===== src/rtl/usb_tx_arbiter.sv =====
// Packet-level arbiter that shares the USB coder transmit path between N_SRC sources.
// Round-robin within priority classes, one dead cycle between packets, and a watchdog release for stalled sources.
module usb_tx_arbiter #(
   parameter int               N_SRC      = 4,
   parameter logic [N_SRC-1:0] HIPRI_MASK = N_SRC'(4'b0001),
   parameter int               TIMEOUT    = 1024
) (
   input  logic                 clk,
   input  logic                 rst,
   input  logic [N_SRC-1:0]     tx_rdy_src,
   input  logic [8*N_SRC-1:0]   d_src,
   input  logic [N_SRC-1:0]     last_byte_src,
   output logic [N_SRC-1:0]     tx_ack_dst,
   output logic                 tx_rdy_dst,
   input  logic                 tx_ack_src,
   output logic                 last_byte_dst,
   output logic [7:0]           q,
   input  logic                 pck_sent,
   output logic [N_SRC-1:0]     gnt,
   output logic                 busy,
   output logic                 timeout
);

   localparam int IW = (N_SRC > 1) ? $clog2(N_SRC) : 1;
   localparam int WW = (TIMEOUT > 1) ? $clog2(TIMEOUT) : 1;
   localparam logic [WW-1:0] WD_MAX = WW'(TIMEOUT - 1);

   typedef enum logic [1:0] {S_IDLE, S_XFER, S_GAP} state_t;

   state_t            r_state, w_state_nxt;
   logic [N_SRC-1:0]  r_gnt, w_gnt_nxt;
   logic [IW-1:0]     r_gnt_id, w_gnt_id_nxt;
   logic [IW-1:0]     r_rr_ptr, w_rr_nxt;
   logic [WW-1:0]     r_wdog, w_wdog_nxt;
   logic              r_busy, w_busy_nxt;
   logic              r_timeout, w_timeout_nxt;
   logic [N_SRC-1:0]  w_elig;
   logic              w_found;
   logic [IW-1:0]     w_sel;

   // High-priority requesters mask out the low class entirely
   always_comb begin
      int v_idx;
      w_elig  = ((tx_rdy_src & HIPRI_MASK) != '0) ? (tx_rdy_src & HIPRI_MASK) : tx_rdy_src;
      w_found = 1'b0;
      w_sel   = r_rr_ptr;
      for (int k = 1; k <= N_SRC; k++) begin
         v_idx = int'(r_rr_ptr) + k;
         if (v_idx >= N_SRC) v_idx = v_idx - N_SRC;
         if (!w_found && w_elig[v_idx]) begin
            w_found = 1'b1;
            w_sel   = IW'(v_idx);
         end
      end
   end

   always_comb begin
      w_state_nxt   = r_state;
      w_gnt_nxt     = r_gnt;
      w_gnt_id_nxt  = r_gnt_id;
      w_rr_nxt      = r_rr_ptr;
      w_wdog_nxt    = r_wdog;
      w_busy_nxt    = r_busy;
      w_timeout_nxt = 1'b0;
      case (r_state)
         S_IDLE: begin
            if (w_found) begin
               w_state_nxt  = S_XFER;
               w_gnt_nxt    = N_SRC'(1) << w_sel;
               w_gnt_id_nxt = w_sel;
               w_busy_nxt   = 1'b1;
               w_wdog_nxt   = '0;
            end
         end
         S_XFER: begin
            w_wdog_nxt = tx_ack_src ? '0 : r_wdog + 1'b1;
            // A completed packet takes precedence over a coincident watchdog expiry
            if (pck_sent) begin
               w_state_nxt = S_GAP;
               w_gnt_nxt   = '0;
               w_busy_nxt  = 1'b0;
            end else if (!tx_ack_src && r_wdog == WD_MAX) begin
               w_state_nxt   = S_GAP;
               w_gnt_nxt     = '0;
               w_busy_nxt    = 1'b0;
               w_timeout_nxt = 1'b1;
            end
         end
         S_GAP: begin
            w_rr_nxt    = r_gnt_id;
            w_state_nxt = S_IDLE;
         end
         default: begin
            w_state_nxt = S_IDLE;
            w_gnt_nxt   = '0;
            w_busy_nxt  = 1'b0;
         end
      endcase
   end

   always_ff @(posedge clk or posedge rst) begin
      if (rst) begin
         r_state   <= S_IDLE;
         r_gnt     <= '0;
         r_gnt_id  <= '0;
         r_rr_ptr  <= IW'(N_SRC - 1);
         r_wdog    <= '0;
         r_busy    <= 1'b0;
         r_timeout <= 1'b0;
      end else begin
         r_state   <= w_state_nxt;
         r_gnt     <= w_gnt_nxt;
         r_gnt_id  <= w_gnt_id_nxt;
         r_rr_ptr  <= w_rr_nxt;
         r_wdog    <= w_wdog_nxt;
         r_busy    <= w_busy_nxt;
         r_timeout <= w_timeout_nxt;
      end
   end

   assign gnt           = r_gnt;
   assign busy          = r_busy;
   assign timeout       = r_timeout;
   assign q             = r_busy ? d_src[{r_gnt_id, 3'b000} +: 8] : 8'h00;
   assign tx_rdy_dst    = r_busy & tx_rdy_src[r_gnt_id];
   assign last_byte_dst = r_busy & last_byte_src[r_gnt_id];
   assign tx_ack_dst    = r_busy ? (r_gnt & {N_SRC{tx_ack_src}}) : '0;

endmodule


===== config.mk =====
export PLATFORM = sky130hd
export DESIGN_NAME = usb_tx_arbiter
export DESIGN_NICKNAME = d
export VERILOG_FILES = /design/src/rtl/usb_tx_arbiter.sv
export SDC_FILE = /design/constraint.sdc
export NUM_CORES = 1
export LEC_CHECK = 0
export ABC_AREA = 1
export CORE_MARGIN = 3
export CORE_UTILIZATION = 42
export CTS_BUF_LIST = sky130_fd_sc_hd__clkbuf_4
export CTS_CLUSTER_SIZE = 16
export DETAILED_ROUTE_END_ITERATION = 16
export GPL_TIMING_DRIVEN = 0
export PLACE_DENSITY = 0.89
export SYNTH_ARGS = -nofsm -noshare
export SYNTH_HDL_FRONTEND = slang
export SYNTH_SLANG_ARGS = --single-unit

===== constraint.sdc =====
create_clock -name clk -period 1.6 [get_ports clk]
set_input_delay 0.32 -clock clk [delete_from_list [all_inputs] [get_ports clk]]
set_output_delay 0.32 -clock clk [all_outputs]
set_load 0.02 [all_outputs]

==> Yosys cells after proc, flatten, opt, wreduce, memory -nomap -nowiden <==
Index checks and enable logic that the tools add are counted.
W data, S select, Z words.
{ "word_totals": {"memories": 0, "word_cells": 99, "latch_bits": 0, "rom_bits": 0, "ff_bits": 22, "ramBits": 0, "out_inout_bits": 20} }
{ "classes": {"reduce_logical": 14, "multipliers": 0, "addsub": 9, "bitwise_logic": 4, "n_eq_ne": 5, "shift": 2, "n_mux": 49, "div": 0, "order_cmp": 9} }
{ "ops": {"columns": ["operator", "n"], "rows": [
  ["$lt A32 B4 Y1 const B", 4],
  ["$mux W32", 4],
  ["$shiftx A32 B6 Y8", 1],
  ["$mux W1", 20],
  ["$mux W10", 2],
  ["$mux W4", 5],
  ["$pmux W10 S2", 1],
  ["$mux W2", 7],
  ["$bmux W1 S2", 6],
  ["$pmux W4 S3", 1],
  ["$sub A3 B3 Y4 const B", 3],
  ["$add A10 B1 Y10 const B", 1],
  ["$eq A10 B10 Y1 const B", 1],
  ["$ge A3 B3 Y1 const B", 3],
  ["$mux W8", 1],
  ["$add A2 B2 Y3 const B", 2],
  ["$reduce_and A2 Y1", 3],
  ["$sub A4 B3 Y5 const B", 1],
  ["$add A2 B3 Y4 const B", 1],
  ["$and A4 B4 Y4", 1],
  ["$ge A4 B3 Y1 const B", 1],
  ["$logic_and A1 B1 Y1", 4],
  ["$logic_not A1 Y1", 4],
  ["$pmux W2 S2", 1],
  ["other kinds (13)", 14]
]} }

==> Logic depth before layout (Yosys ltp) <==
Gate-level depths: netlist (run 1).
{ "depth": {"word_depth": 19, "depth_mapped": 12} }

==> Least setup slack after synthesis (run 1) <==
OpenSTA, ideal clock, no wires.
{ "synth_path": {"path_type": "register -> output", "start": "reg r_gnt_id[0]", "end": "out q[6]", "t_arrival_ns": 1.372, "t_required_ns": 1.280, "path_stages_with_launch": 7, "slack_ns": -0.092, "cell_sequence": "dfrtp_1 -> buf_2 -> buf_1 -> nor2_1 -> nor2_1 -> o21ai_0 -> a21oi_1"} }
{ "synth_via": {"elab_chain_cells": 2} }
{ "synth_rtl": {"columns": ["item", "line", "text"], "rows": [
  ["start, declared", "32", "logic [IW-1:0] r_gnt_id, w_gnt_id_nxt;"],
  ["start signal, assigned", "113", "r_gnt_id <= w_gnt_id_nxt;"],
  ["$shiftx A32 B6 Y8", "124", "assign q = r_busy ? d_src[{r_gnt_id, 3'b000} +: 8] : 8'h00;"],
  ["$mux W8", "124", null],
  ["end, declared", "17", "output logic [7:0] q,"]
]} }
No other way between the ends.

==> Final worst setup path (run 1) <==
{ "layout_path": {"start": "reg r_gnt_id[0]", "end": "out q[5]"} }
Same word-level chain as after synthesis.

==> metrics.txt, run 1 <==
# TYPE chip_impl_metric gauge
chip_impl_metric{name="pwr_density_cell",unit="nW/um2"} 1700
chip_impl_metric{name="comb_power_share",unit=""} 0.784
chip_impl_metric{name="netlist_area",unit="um2"} 1750
chip_impl_metric{name="power_report.internal_total",unit="mW"} 2.44
chip_impl_metric{name="clock_sink_count",unit=""} 22
chip_impl_metric{name="h-tree-depth",unit=""} 1
chip_impl_metric{name="die_h",unit="um"} 70.6
chip_impl_metric{name="synthesized_nets",unit=""} 305
chip_impl_info{name="synth_area_leader_cell",value="dfrtp_1"} 1
chip_impl_info{name="timing.critical_path.to_type",value="primary output"} 1
chip_impl_metric{name="std_cell_rows",unit=""} 22
chip_impl_metric{name="max_cap_violations",unit=""} 0
chip_impl_metric{name="clk-insertion-delay-late",unit="ns"} 0.30
chip_impl_metric{name="grt_max_degree",unit=""} 23
chip_impl_metric{name="clock_power_share",unit=""} 0.053
chip_impl_metric{name="ys_types",unit=""} 33
chip_impl_metric{name="slew_at_the_pin_with_the_worst_max_slew_slack",unit="ns"} 0.814
chip_impl_metric{name="maxSlewHeadroom",unit=""} 0.457
chip_impl_info{name="ys_top_cells_by_area",value="dfrtp_1 29%, nand2_1 11%, nor2_1 11%, o21ai_0 7.4%, nand3_1 5.7%"} 1
chip_impl_metric{name="synth-seq-area-share",unit=""} 0.315
chip_impl_metric{name="io_buffer_count",unit=""} 63
chip_impl_metric{name="grt_antenna_before_repair",unit=""} 0
chip_impl_metric{name="antenna_cells_inserted",unit=""} 0
chip_impl_metric{name="p_sw_frac",unit=""} 0.518
chip_impl_info{name="failed_checks",value="negative setup slack"} 1
chip_impl_metric{name="fillers",unit=""} 267
chip_impl_metric{name="area_growth_syn_to_layout",unit="%"} 69.7
chip_impl_metric{name="grt-ovfl-total",unit=""} 0
chip_impl_metric{name="die_width",unit="um"} 70.6
chip_impl_info{name="critical_path.startpoint_type",value="register"} 1
chip_impl_info{name="criticalPathCategory",value="register to primary output"} 1
chip_impl_metric{name="io_pins",unit=""} 64
chip_impl_info{name="hold_path_class",value="primary input to async pin"} 1
chip_impl_metric{name="grt_first_pass_wirelength",unit="mm"} 9.44
chip_impl_metric{name="synth.ff_latch_count",unit=""} 22
chip_impl_metric{name="first_pass_iters",unit=""} 4
chip_impl_metric{name="drc",unit=""} 0
chip_impl_info{name="tritoncts",value="yes"} 1
chip_impl_metric{name="switching_power_of_the_nets",unit="mW"} 2.62
chip_impl_metric{name="post_drt_wl_per_cell",unit="um"} 15.1
chip_impl_metric{name="drt-vias-per-instance",unit=""} 5.24
chip_impl_info{name="cts-root-buf",value="clkbuf_4"} 1
chip_impl_metric{name="grt_use_total",unit=""} 0.228
chip_impl_metric{name="min_period_over_period",unit=""} 1.13
chip_impl_metric{name="final-max-slew-violation-count",unit=""} 0
chip_impl_metric{name="power",unit="mW"} 5.07
chip_impl_metric{name="placement.cell_area",unit="um2"} 2480
chip_impl_metric{name="finalNetCount",unit=""} 398
chip_impl_metric{name="die_ar",unit="um2"} 4990
chip_impl_metric{name="instances_no_fill",unit=""} 400
chip_impl_metric{name="skew",unit="ns"} 0.00153
chip_impl_metric{name="fmax",unit="MHz"} 555
chip_impl_metric{name="synth.avg_cell_area",unit="um2"} 6.74
chip_impl_metric{name="globalplace.congestion",unit=""} 0.794
chip_impl_metric{name="seq_power_share",unit=""} 0.164
chip_impl_metric{name="setup_viol_count_final",unit=""} 28
chip_impl_metric{name="post_synth_inst_count",unit=""} 260
chip_impl_metric{name="cts.clk_slew.worst_paths",unit="ns"} 0.11
chip_impl_metric{name="final_hold_viol_count",unit=""} 0
chip_impl_metric{name="timing.critical_path.fanout_max",unit=""} 6
chip_impl_metric{name="post-route-worst-setup-slack",unit="ns"} -0.201
chip_impl_metric{name="initial_core_util",unit=""} 0.458
chip_impl_metric{name="vdd_ir_drop_max",unit="mV"} 0.803
chip_impl_metric{name="detailedRoute.firstIterationViolations",unit=""} 75
chip_impl_metric{name="cts_hold_repair.buffers",unit=""} 0
chip_impl_metric{name="postRouteAntennaNets",unit=""} 0
chip_impl_metric{name="numPlacedInstances",unit=""} 371
chip_impl_metric{name="cp.required",unit="ns"} 1.28
chip_impl_metric{name="final_core_utilization",unit=""} 0.777
chip_impl_metric{name="worst_ep_arrival_time",unit="ns"} 1.48
chip_impl_metric{name="synthesis.yosys.warnings",unit=""} 0
chip_impl_metric{name="hold-worst-slack",unit="ns"} 0.478
chip_impl_metric{name="drt-total-wl",unit="mm"} 6.03
chip_impl_metric{name="coreArea",unit="um2"} 3830
chip_impl_info{name="run_status",value="finished with violations"} 1
chip_impl_metric{name="detailedPlacementHpwl",unit="mm"} 3.70
chip_impl_metric{name="number_of_buffers_added_by_the_clock_tree_synthesis_step",unit=""} 3
chip_impl_info{name="unrepaired_setup_endpoints_after_global_routing",value="yes"} 1
chip_impl_metric{name="routed-via-count",unit=""} 2097
chip_impl_metric{name="post-route-min-period",unit="ns"} 1.80
chip_impl_metric{name="synthDominantCellAreaShare",unit=""} 0.286
chip_impl_metric{name="longest_clk_path_bufs",unit=""} 2
chip_impl_metric{name="proportion_of_layout_cells_with_a_drive_suffix_above_1",unit=""} 0.358
chip_impl_metric{name="postLayoutCellArea",unit="um2"} 2970
chip_impl_metric{name="vias_in_the_first_global_route",unit=""} 2105
chip_impl_metric{name="leakage_dissipation",unit="nW"} 1.30
## state kept, by name, indices dropped and copies added (netlist names)
name,count
r_wdog,10
busy,1
r_gnt_id,2
timeout,1
r_rr_ptr,2
gnt,4
r_state,2
## layout by cell type (no fill, tap or decap), types with 5 or more instances in the layout
cell and instances:
nand3_2 8, clkdlybuf4s50_1 43, o21ai_0 5, dfrtp_1 20, nor2_2 5, o21ai_1 21
inv_1 18, dlygate4sd2_1 6, nand2_4 7, nand3_1 13, nand2_2 12, a21oi_2 11
buf_6 13, nor2_1 46, nand3_4 5, o21ai_2 6, buf_4 23, nand2_1 41
## power groups by stage
stage	Clock [mW]	Sequential (mW)	Combinational, mW
4_1_cts	0.273	0.812	3.50
3_5_place_dp	0	0.817	2.78
2_1_floorplan	0	0.839	1.92
5_1_grt	0.301	0.842	4.27
6_report	0.267	0.829	3.97
3_3_place_gp	0	0.811	2.73
## cell families (layout without fill, tap and decap cells)
logic type                 after synthesis  count (layout)  share of synthesized area
AOI/OAI and AO/OA                       53              53                      0.191
xor gates and xnor gates                 1               1                    0.00500
DFF                                     22              22                      0.315
adders and majority gates                1               1                    0.00714
buffers and inverters                   32             122                     0.0735
and+or+nand+nor                        151             153                      0.408
## per-stage QoR
step	setup WS, ns	TNS [ns]
after global placement	-0.700	-12.69
after detailed placement	-0.744	-13.64
final	-0.201	-3.75
after CTS	-0.163	-2.02
after floorplan	-0.00233	-0.00233
after global routing	-0.294	-6.02
## final cells by class
cell class	instances	area, um2	share of cell area
Multi-Input combinational cell	208	1340	0.452
Timing Repair Buffer	86	795	0.267
Sequential cell	22	553	0.186
Inverter	25	100	0.0337
Buffer	7	92.6	0.0311
Tap cell	48	60.1	0.0202
Clock buffer	4	30.0	0.0101
## critical path, cell delays in order (launching register included)
cell and delay [ns]:
dfrtp_1 0.39, buf_6 0.14, buf_6 0.12, nor2_1 0.04, nor2_1 0.10, o21ai_1 0.11, a21oi_2 0.15, buf_6 0.14
## timing repair
action                     4_1_cts  5_1_grt
resized for setup              140       36
pin swaps                       31       15
cloned                           3        0
setup buffers                   17        5
setup endpoints to repair       35       33
## cell usage after synthesis
| cell | count |
|---|---|
| buf_1 | 1 |
| nand4_1 | 2 |
| inv_1 | 21 |
| nand3_1 | 20 |
| nand2_4 | 2 |
| o21ai_0 | 26 |
| ha_1 | 1 |
| o2bb2ai_4 | 1 |
| buf_6 | 1 |
| nor3_1 | 1 |
| nand2_8 | 1 |
| dfstp_2 | 2 |
| o22ai_2 | 2 |
| nor2_1 | 50 |
| buf_2 | 1 |
| nand3_2 | 6 |
| nand2_1 | 53 |
| o21bai_1 | 1 |
| o21ai_2 | 7 |
| nor4_1 | 1 |
| a21oi_1 | 15 |
| clkbuf_1 | 4 |
| nand4_2 | 1 |
| nand3b_1 | 2 |
| inv_2 | 3 |
| o31ai_1 | 1 |
| nor2_2 | 4 |
| dfrtp_1 | 20 |
| or2_2 | 1 |
| clkinv_1 | 1 |
| xor2_1 | 1 |
| and2_1 | 1 |
| nand2_2 | 6 |
## routing by layer
metal	routed length (um)	vias to the layer above	GRT usage
li1	-	1040	-
met1	2340	978	0.257
met2	3350	57	0.452
met3	159	22	0.0199
met4	179	0	0.0647
met5	0	-	0
## final timing paths
| path | from | slack [ns] | endpoint | depth (start not counted) |
|---|---|---|---|---|
| worst max-delay path | r_gnt_id[0] | -0.20 | q[5] | 7 |
| worst min register to register | gnt[3] | 0.51 | gnt[3] | 2 |
| worst max register to register | r_rr_ptr[0] | -0.18 | r_gnt_id[0] | 11 |
| max in group asynchronous | rst | 0.62 | r_state[1] | 2 |
| min in group clk | gnt[3] | 0.51 | gnt[3] | 2 |
| worst min-delay path | rst | 0.48 | r_wdog[4] | 2 |
(Power assumes the default switching activity.)
==> run 2: changes to the inputs <==
--- a/config.mk
+++ b/config.mk
@@ -7,12 +7,12 @@
 export LEC_CHECK = 0
 export ABC_AREA = 1
 export CORE_MARGIN = 3
-export CORE_UTILIZATION = 42
+export CORE_UTILIZATION = 46
 export CTS_BUF_LIST = sky130_fd_sc_hd__clkbuf_4
 export CTS_CLUSTER_SIZE = 16
 export DETAILED_ROUTE_END_ITERATION = 16
 export GPL_TIMING_DRIVEN = 0
-export PLACE_DENSITY = 0.89
+export PLACE_DENSITY = 0.92
 export SYNTH_ARGS = -nofsm -noshare
 export SYNTH_HDL_FRONTEND = slang
 export SYNTH_SLANG_ARGS = --single-unit
==> constraint.sdc (replaced) <==
create_clock -name clk -period 2.05 [get_ports clk]
set_input_delay 0.41 -clock clk [delete_from_list [all_inputs] [get_ports clk]]
set_output_delay 0.41 -clock clk [all_outputs]
set_load 0.02 [all_outputs]
==> run 2 against run 1 <==
Compared with the run above:
- the run now ends clean
- first-iteration DRC count is 89% higher
- sequential share of layout area is 3.6 points higher
- final cell count is 6.0% lower
==> metrics.txt, run 2 (synthesized netlist as in run 1, its figures left out) <==
# TYPE chip_impl_metric gauge
chip_impl_info{name="run_status",value="finished, final reports clean"} 1
chip_impl_metric{name="area.sequential",unit="um2"} 553
chip_impl_metric{name="finalNetCount",unit=""} 376
chip_impl_metric{name="first_pass_iters",unit=""} 4
chip_impl_metric{name="route.met2.wl",unit="mm"} 2.56
chip_impl_metric{name="grt_first_pass_wirelength",unit="mm"} 8.09
chip_impl_metric{name="pwr_density_cell",unit="nW/um2"} 1240
chip_impl_metric{name="grt_max_degree",unit=""} 23
chip_impl_metric{name="worst_ep_arrival_time",unit="ns"} 1.56
chip_impl_metric{name="timing.critical_path.fanout_max",unit=""} 10
chip_impl_metric{name="dr_wl_met3",unit="um"} 172
chip_impl_info{name="criticalPathCategory",value="register to primary output"} 1
chip_impl_metric{name="largest_register_ffs",unit=""} 10
chip_impl_metric{name="die_width",unit="um"} 67.7
chip_impl_metric{name="globalplace.congestion",unit=""} 0.778
chip_impl_metric{name="vdd_ir_drop_max",unit="mV"} 0.584
chip_impl_info{name="hold_path_class",value="register to register"} 1
chip_impl_metric{name="setup_viol_count_final",unit=""} 0
chip_impl_metric{name="grt_use_total",unit=""} 0.226
chip_impl_info{name="final_common_cell",value="nand2_1"} 1
chip_impl_info{name="critical_path.startpoint_type",value="register"} 1
chip_impl_info{name="dr.max_layer_used",value="met4"} 1
chip_impl_metric{name="detailedRoute.firstIterationViolations",unit=""} 142
chip_impl_metric{name="fmax",unit="MHz"} 509
chip_impl_metric{name="die_ar",unit="um2"} 4590
chip_impl_metric{name="maxSlewHeadroom",unit=""} 0.449
chip_impl_metric{name="proportion_of_layout_cells_with_a_drive_suffix_above_1",unit=""} 0.182
chip_impl_metric{name="number_of_buffers_added_by_the_clock_tree_synthesis_step",unit=""} 3
chip_impl_info{name="layout.cells.most_common_list",value="53 x nand2_1, 50 x nor2_1, 48 x clkdlybuf4s50_1"} 1
chip_impl_metric{name="final_hold_viol_count",unit=""} 0
chip_impl_metric{name="final-max-slew-violation-count",unit=""} 0
chip_impl_metric{name="clock_sink_count",unit=""} 22
chip_impl_metric{name="routed-via-count",unit=""} 1969
chip_impl_metric{name="grt-ovfl-total",unit=""} 0
chip_impl_metric{name="final_core_utilization",unit=""} 0.714
chip_impl_metric{name="multiInputGateArea",unit="um2"} 1070
chip_impl_metric{name="cts.clk_slew.worst_paths",unit="ns"} 0.13
chip_impl_metric{name="post-route-min-period",unit="ns"} 1.97
chip_impl_metric{name="drt-total-wl",unit="mm"} 4.91
chip_impl_metric{name="leakage_dissipation",unit="nW"} 1.15
chip_impl_metric{name="clk-insertion-delay-late",unit="ns"} 0.32
chip_impl_metric{name="cp.required",unit="ns"} 1.64
chip_impl_info{name="tritoncts",value="yes"} 1
chip_impl_metric{name="die_h",unit="um"} 67.7
chip_impl_metric{name="instances_no_fill",unit=""} 376
chip_impl_metric{name="area_growth_syn_to_layout",unit="%"} 42.3
chip_impl_metric{name="coreArea",unit="um2"} 3490
chip_impl_metric{name="detailedPlacementHpwl",unit="mm"} 3.81
chip_impl_metric{name="antenna_cells_inserted",unit=""} 0
chip_impl_metric{name="slew_at_the_pin_with_the_worst_max_slew_slack",unit="ns"} 0.825
chip_impl_metric{name="fillers",unit=""} 295
chip_impl_metric{name="longest_clk_path_bufs",unit=""} 2
chip_impl_metric{name="vias_in_the_first_global_route",unit=""} 1781
chip_impl_metric{name="skew",unit="ns"} 0.00644
chip_impl_metric{name="wirelength_met1",unit="mm"} 2.09
chip_impl_metric{name="max_cap_violations",unit=""} 0
chip_impl_metric{name="min_period_over_period",unit=""} 0.959
chip_impl_metric{name="initial_core_util",unit=""} 0.502
chip_impl_metric{name="drt-vias-per-instance",unit=""} 5.24
chip_impl_metric{name="drc",unit=""} 0
chip_impl_metric{name="grt_antenna_before_repair",unit=""} 0
chip_impl_info{name="timing.critical_path.to_type",value="primary output"} 1
chip_impl_info{name="cts-root-buf",value="clkbuf_4"} 1
chip_impl_metric{name="io_pins",unit=""} 64
chip_impl_metric{name="postRouteAntennaNets",unit=""} 0
chip_impl_metric{name="post_drt_wl_per_cell",unit="um"} 13.1
chip_impl_metric{name="io_buffer_count",unit=""} 63
chip_impl_metric{name="std_cell_rows",unit=""} 21
chip_impl_metric{name="numPlacedInstances",unit=""} 369
chip_impl_metric{name="h-tree-depth",unit=""} 1
chip_impl_info{name="max_flop_register",value="r_wdog"} 1
## run 2: what timing repair did
item | CTS | global route
hold buffers | 0 | 0
gates cloned | 0 | 0
setup endpoints to repair | 14 | 10
resized for setup | 50 | 13
setup buffers | 0 | 3
pin swaps | 0 | 2
## run 2: area by class of cell
cell class	count	share of cell area
Clock inverter	1	0.0120
Timing Repair Buffer	66	0.244
Multi-Input combinational cell	206	0.429
Sequential cell	22	0.222
Buffer	7	0.0236
Tap cell	46	0.0231
Clock buffer	3	0.00903
Inverter	25	0.0376
## run 2: worst max-delay path, cell delays in order, from the launching register on
cell and delay (ns):
dfrtp_1 0.41, buf_2 0.20, nor2_1 0.16, o21ai_0 0.11, a21oi_1 0.16, buf_2 0.20
## run 2: routing by layer
metal / global-route usage / vias to the layer above
li1: - / 996
met1: 0.289 / 926
met2: 0.406 / 38
met3: 0.0166 / 9
met4: 0.0633 / 0
met5: 0 / -
## run 2: path summary, 6_finish.rpt
path | from | slack, ns | endpoint | depth (start not counted)
worst max-delay path | r_gnt_id[1] | 0.08 | q[2] | 5
max in group asynchronous | rst | 1.00 | r_wdog[0] | 2
worst min-delay path | gnt[0] | 0.53 | gnt[0] | 2
worst max register to register | r_wdog[0] | 0.32 | gnt[1] | 10
min in group asynchronous | rst | 0.54 | r_wdog[6] | 2
worst min register to register | gnt[0] | 0.53 | gnt[0] | 2
## run 2: report_power, final
group / switching (mW) / leakage, nW / total [mW] / internal, mW
logic: 1.34 / 0.829 / 2.12 / 0.777
registers: 0.0834 / 0.289 / 0.632 / 0.549
clock network: 0.142 / 0.0279 / 0.340 / 0.198
total: 1.57 / 1.15 / 3.09 / 1.52
## run 2: metrics by stage
stage	hold WS (ns)	total power, mW	worst slack (ns)	area (um2)	setup TNS, ns
after detailed placement	0.505	2.76	-0.377	2440	-3.99
final	0.528	3.09	0.0850	2490	0
after global placement	0.485	2.70	-0.356	2440	-3.38
after floorplan	0.398	2.09	0.268	1750	0
after CTS	0.529	3.01	0.0348	2450	0
after global routing	0.552	3.35	-0.00126	2490	-0.00126
==> run 3: changes to the inputs <==
--- a/config.mk
+++ b/config.mk
@@ -7,12 +7,12 @@
 export LEC_CHECK = 0
 export ABC_AREA = 1
 export CORE_MARGIN = 3
-export CORE_UTILIZATION = 46
+export CORE_UTILIZATION = 42
 export CTS_BUF_LIST = sky130_fd_sc_hd__clkbuf_4
 export CTS_CLUSTER_SIZE = 16
 export DETAILED_ROUTE_END_ITERATION = 16
 export GPL_TIMING_DRIVEN = 0
-export PLACE_DENSITY = 0.92
+export PLACE_DENSITY = 0.89
 export SYNTH_ARGS = -nofsm -noshare
 export SYNTH_HDL_FRONTEND = slang
 export SYNTH_SLANG_ARGS = --single-unit
==> constraint.sdc (replaced) <==
create_clock -name clk -period 1.69 [get_ports clk]
set_input_delay 0.338 -clock clk [delete_from_list [all_inputs] [get_ports clk]]
set_output_delay 0.338 -clock clk [all_outputs]
set_load 0.02 [all_outputs]
==> run 3 against run 2 <==
Compared with the run above:
- the flow now finishes with violations (negative setup slack)
- register-to-register slack worse by 0.39 ns
- critical endpoint is now q[6]
- non-clock buffer count up 11
- count of clock-buffer cells in the layout unchanged
- critical path type unchanged
==> metrics.txt, run 3 (synthesized netlist as in run 1, its figures left out) <==
# TYPE chip_impl_metric gauge
chip_impl_metric{name="postRouteAntennaNets",unit=""} 0
chip_impl_metric{name="final_hold_viol_count",unit=""} 0
chip_impl_metric{name="skew",unit="ns"} 0.00266
chip_impl_metric{name="cts.clk_slew.worst_paths",unit="ns"} 0.12
chip_impl_info{name="timing.critical_path.to_type",value="primary output"} 1
chip_impl_metric{name="io_pins",unit=""} 64
chip_impl_metric{name="initial_core_util",unit=""} 0.458
chip_impl_metric{name="max_cap_violations",unit=""} 0
chip_impl_metric{name="worst_ep_arrival_time",unit="ns"} 1.55
chip_impl_metric{name="min_period_over_period",unit=""} 1.12
chip_impl_info{name="slowest_stage",value="dfrtp_1"} 1
chip_impl_metric{name="grt_use_total",unit=""} 0.200
chip_impl_metric{name="clk-insertion-delay-late",unit="ns"} 0.31
chip_impl_metric{name="io_buffer_count",unit=""} 63
chip_impl_info{name="worstPathCellList",value="buf_6 > buf_6 > nor2_1 > nor2_1 > o21ai_1 > a21oi_2 > buf_6"} 1
chip_impl_info{name="layout.cells.most_common_list",value="43 x clkdlybuf4s50_1, 42 x nor2_1, 36 x nand2_1"} 1
chip_impl_metric{name="maxSlewHeadroom",unit=""} 0.447
chip_impl_metric{name="longest_clk_path_bufs",unit=""} 2
chip_impl_metric{name="std_cell_rows",unit=""} 22
chip_impl_info{name="final_common_cell",value="clkdlybuf4s50_1"} 1
chip_impl_metric{name="number_of_buffers_added_by_the_clock_tree_synthesis_step",unit=""} 3
chip_impl_metric{name="coreArea",unit="um2"} 3830
chip_impl_info{name="tritoncts",value="yes"} 1
chip_impl_metric{name="detailedPlacementHpwl",unit="mm"} 3.62
chip_impl_info{name="unrepaired_setup_endpoints_after_global_routing",value="yes"} 1
chip_impl_metric{name="area_growth_syn_to_layout",unit="%"} 69.2
chip_impl_info{name="crit_path_frequent_cell",value="buf_6"} 1
chip_impl_metric{name="instances_no_fill",unit=""} 390
chip_impl_metric{name="timing.critical_path.fanout_max",unit=""} 7
chip_impl_metric{name="grt_first_pass_wirelength",unit="mm"} 8.22
chip_impl_info{name="failed_checks",value="negative setup slack"} 1
chip_impl_metric{name="pwr_density_cell",unit="nW/um2"} 1600
chip_impl_metric{name="numPlacedInstances",unit=""} 371
chip_impl_metric{name="post-route-min-period",unit="ns"} 1.89
chip_impl_metric{name="die_h",unit="um"} 70.6
chip_impl_metric{name="final-max-slew-violation-count",unit=""} 0
chip_impl_metric{name="fmax",unit="MHz"} 530
chip_impl_metric{name="slew_at_the_pin_with_the_worst_max_slew_slack",unit="ns"} 0.829
chip_impl_metric{name="die_width",unit="um"} 70.6
chip_impl_metric{name="tns",unit="ns"} -2.09
chip_impl_metric{name="grt_antenna_before_repair",unit=""} 0
chip_impl_metric{name="leakage_dissipation",unit="nW"} 1.32
chip_impl_info{name="hold_path_class",value="primary input to async pin"} 1
chip_impl_metric{name="critPathMaxStageDelay",unit="ns"} 0.42
chip_impl_metric{name="hold-worst-slack",unit="ns"} 0.480
chip_impl_info{name="worst_path_dominant_cell_family",value="buffers and inverters"} 1
chip_impl_metric{name="post_drt_wl_per_cell",unit="um"} 15.8
chip_impl_metric{name="h-tree-depth",unit=""} 1
chip_impl_metric{name="largest_register_ffs",unit=""} 10
chip_impl_metric{name="globalplace.congestion",unit=""} 0.804
chip_impl_metric{name="setup_viol_count_final",unit=""} 26
chip_impl_metric{name="grt-ovfl-total",unit=""} 0
chip_impl_metric{name="cts_hold_repair.buffers",unit=""} 0
chip_impl_info{name="max_flop_register",value="r_wdog"} 1
chip_impl_metric{name="postLayoutCellArea",unit="um2"} 2970
chip_impl_info{name="critical_path.startpoint_type",value="register"} 1
chip_impl_metric{name="drc",unit=""} 0
chip_impl_metric{name="cp.required",unit="ns"} 1.35
chip_impl_metric{name="detailedRoute.firstIterationViolations",unit=""} 154
chip_impl_info{name="cts-root-buf",value="clkbuf_4"} 1
chip_impl_metric{name="proportion_of_layout_cells_with_a_drive_suffix_above_1",unit=""} 0.360
chip_impl_metric{name="routed-via-count",unit=""} 2069
chip_impl_metric{name="vdd_ir_drop_max",unit="mV"} 0.767
chip_impl_metric{name="vias_in_the_first_global_route",unit=""} 1863
chip_impl_metric{name="post-route-worst-setup-slack",unit="ns"} -0.198
chip_impl_metric{name="placement.cell_area",unit="um2"} 2470
chip_impl_metric{name="final_core_utilization",unit=""} 0.775
chip_impl_metric{name="drt-vias-per-instance",unit=""} 5.31
chip_impl_metric{name="antenna_cells_inserted",unit=""} 0
chip_impl_metric{name="fillers",unit=""} 267
chip_impl_info{name="criticalPathCategory",value="register to primary output"} 1
chip_impl_metric{name="crit_buf_inv",unit=""} 3
chip_impl_info{name="run_status",value="finished with violations"} 1
chip_impl_metric{name="first_pass_iters",unit=""} 4
chip_impl_metric{name="finalNetCount",unit=""} 388
chip_impl_metric{name="clock_sink_count",unit=""} 22
chip_impl_metric{name="grt_max_degree",unit=""} 23
chip_impl_metric{name="die_ar",unit="um2"} 4990
chip_impl_metric{name="drt-total-wl",unit="mm"} 6.17
run 3: changes by cell type in the layout (fill, tap and decap cells not counted), moves of 10 or more:
cell / previous run / this run
buf_4: 6 / 16
a21oi_2: 0 / 10
nand2_1: 53 / 36
o21ai_0: 26 / 7
o21ai_1: 0 / 18
a21oi_1: 15 / 5
run 3: layout make-up:
type / instances / area (um2) / share of cell area
plain buffers: 7 / 82.6 / 0.0278
well taps: 48 / 60.1 / 0.0203
clock buffers: 3 / 22.5 / 0.00759
inverters: 25 / 103 / 0.0346
clock inverters: 1 / 3.75 / 0.00127
flip-flops and latches: 22 / 553 / 0.186
repair buffers: 77 / 741 / 0.250
multi-input cells: 207 / 1400 / 0.472
run 3: per-layer routing:
layer | global-route usage | up-vias | share of wire
li1 | - | 1023 | -
met1 | 0.252 | 958 | 0.38
met2 | 0.359 | 65 | 0.56
met3 | 0.0213 | 23 | 0.029
met4 | 0.0626 | 0 | 0.031
met5 | 0 | - | 0
run 3: what timing repair did:
action,CTS,global route
setup buffers,4,8
pin swaps,15,36
gates resized for setup,112,73
setup endpoints to repair,21,33
gates cloned,1,2
run 3: worst paths after layout:
path                              from          end  slack [ns]  cells after the start
max                        r_gnt_id[0]         q[6]       -0.20                      7
min                                rst    r_wdog[7]        0.48                      2
max reg2reg                r_rr_ptr[0]  r_gnt_id[0]       -0.07                      9
min reg2reg                     gnt[1]       gnt[1]        0.52                      2
max in group asynchronous          rst  r_gnt_id[0]        0.70                      2
min in group clk                gnt[1]       gnt[1]        0.52                      2
run 3: metrics by stage:
step | power [mW] | setup slack [ns]
floorplan | 2.60 | 0.000197
global placement | 3.34 | -0.631
detailed placement | 3.39 | -0.625
CTS | 3.86 | -0.106
global route | 5.07 | -0.261
finish | 4.74 | -0.198
run 3: report_power, final:
group          switching [mW]  total, mW  internal [mW]
sequential              0.125      0.792          0.666
combinational            2.22       3.70           1.48
clock                   0.161      0.247         0.0863
run 3: worst register-to-register path: stages, from the launching register on:
cell and delay, ns:
dfstp_2 0.59, buf_6 0.15, nand2_2 0.09, nand2_4 0.10, nand3_1 0.12, nand2_2 0.12, nand4_4 0.13, nand2_8 0.16
nor2_4 0.05, o21bai_1 0.15
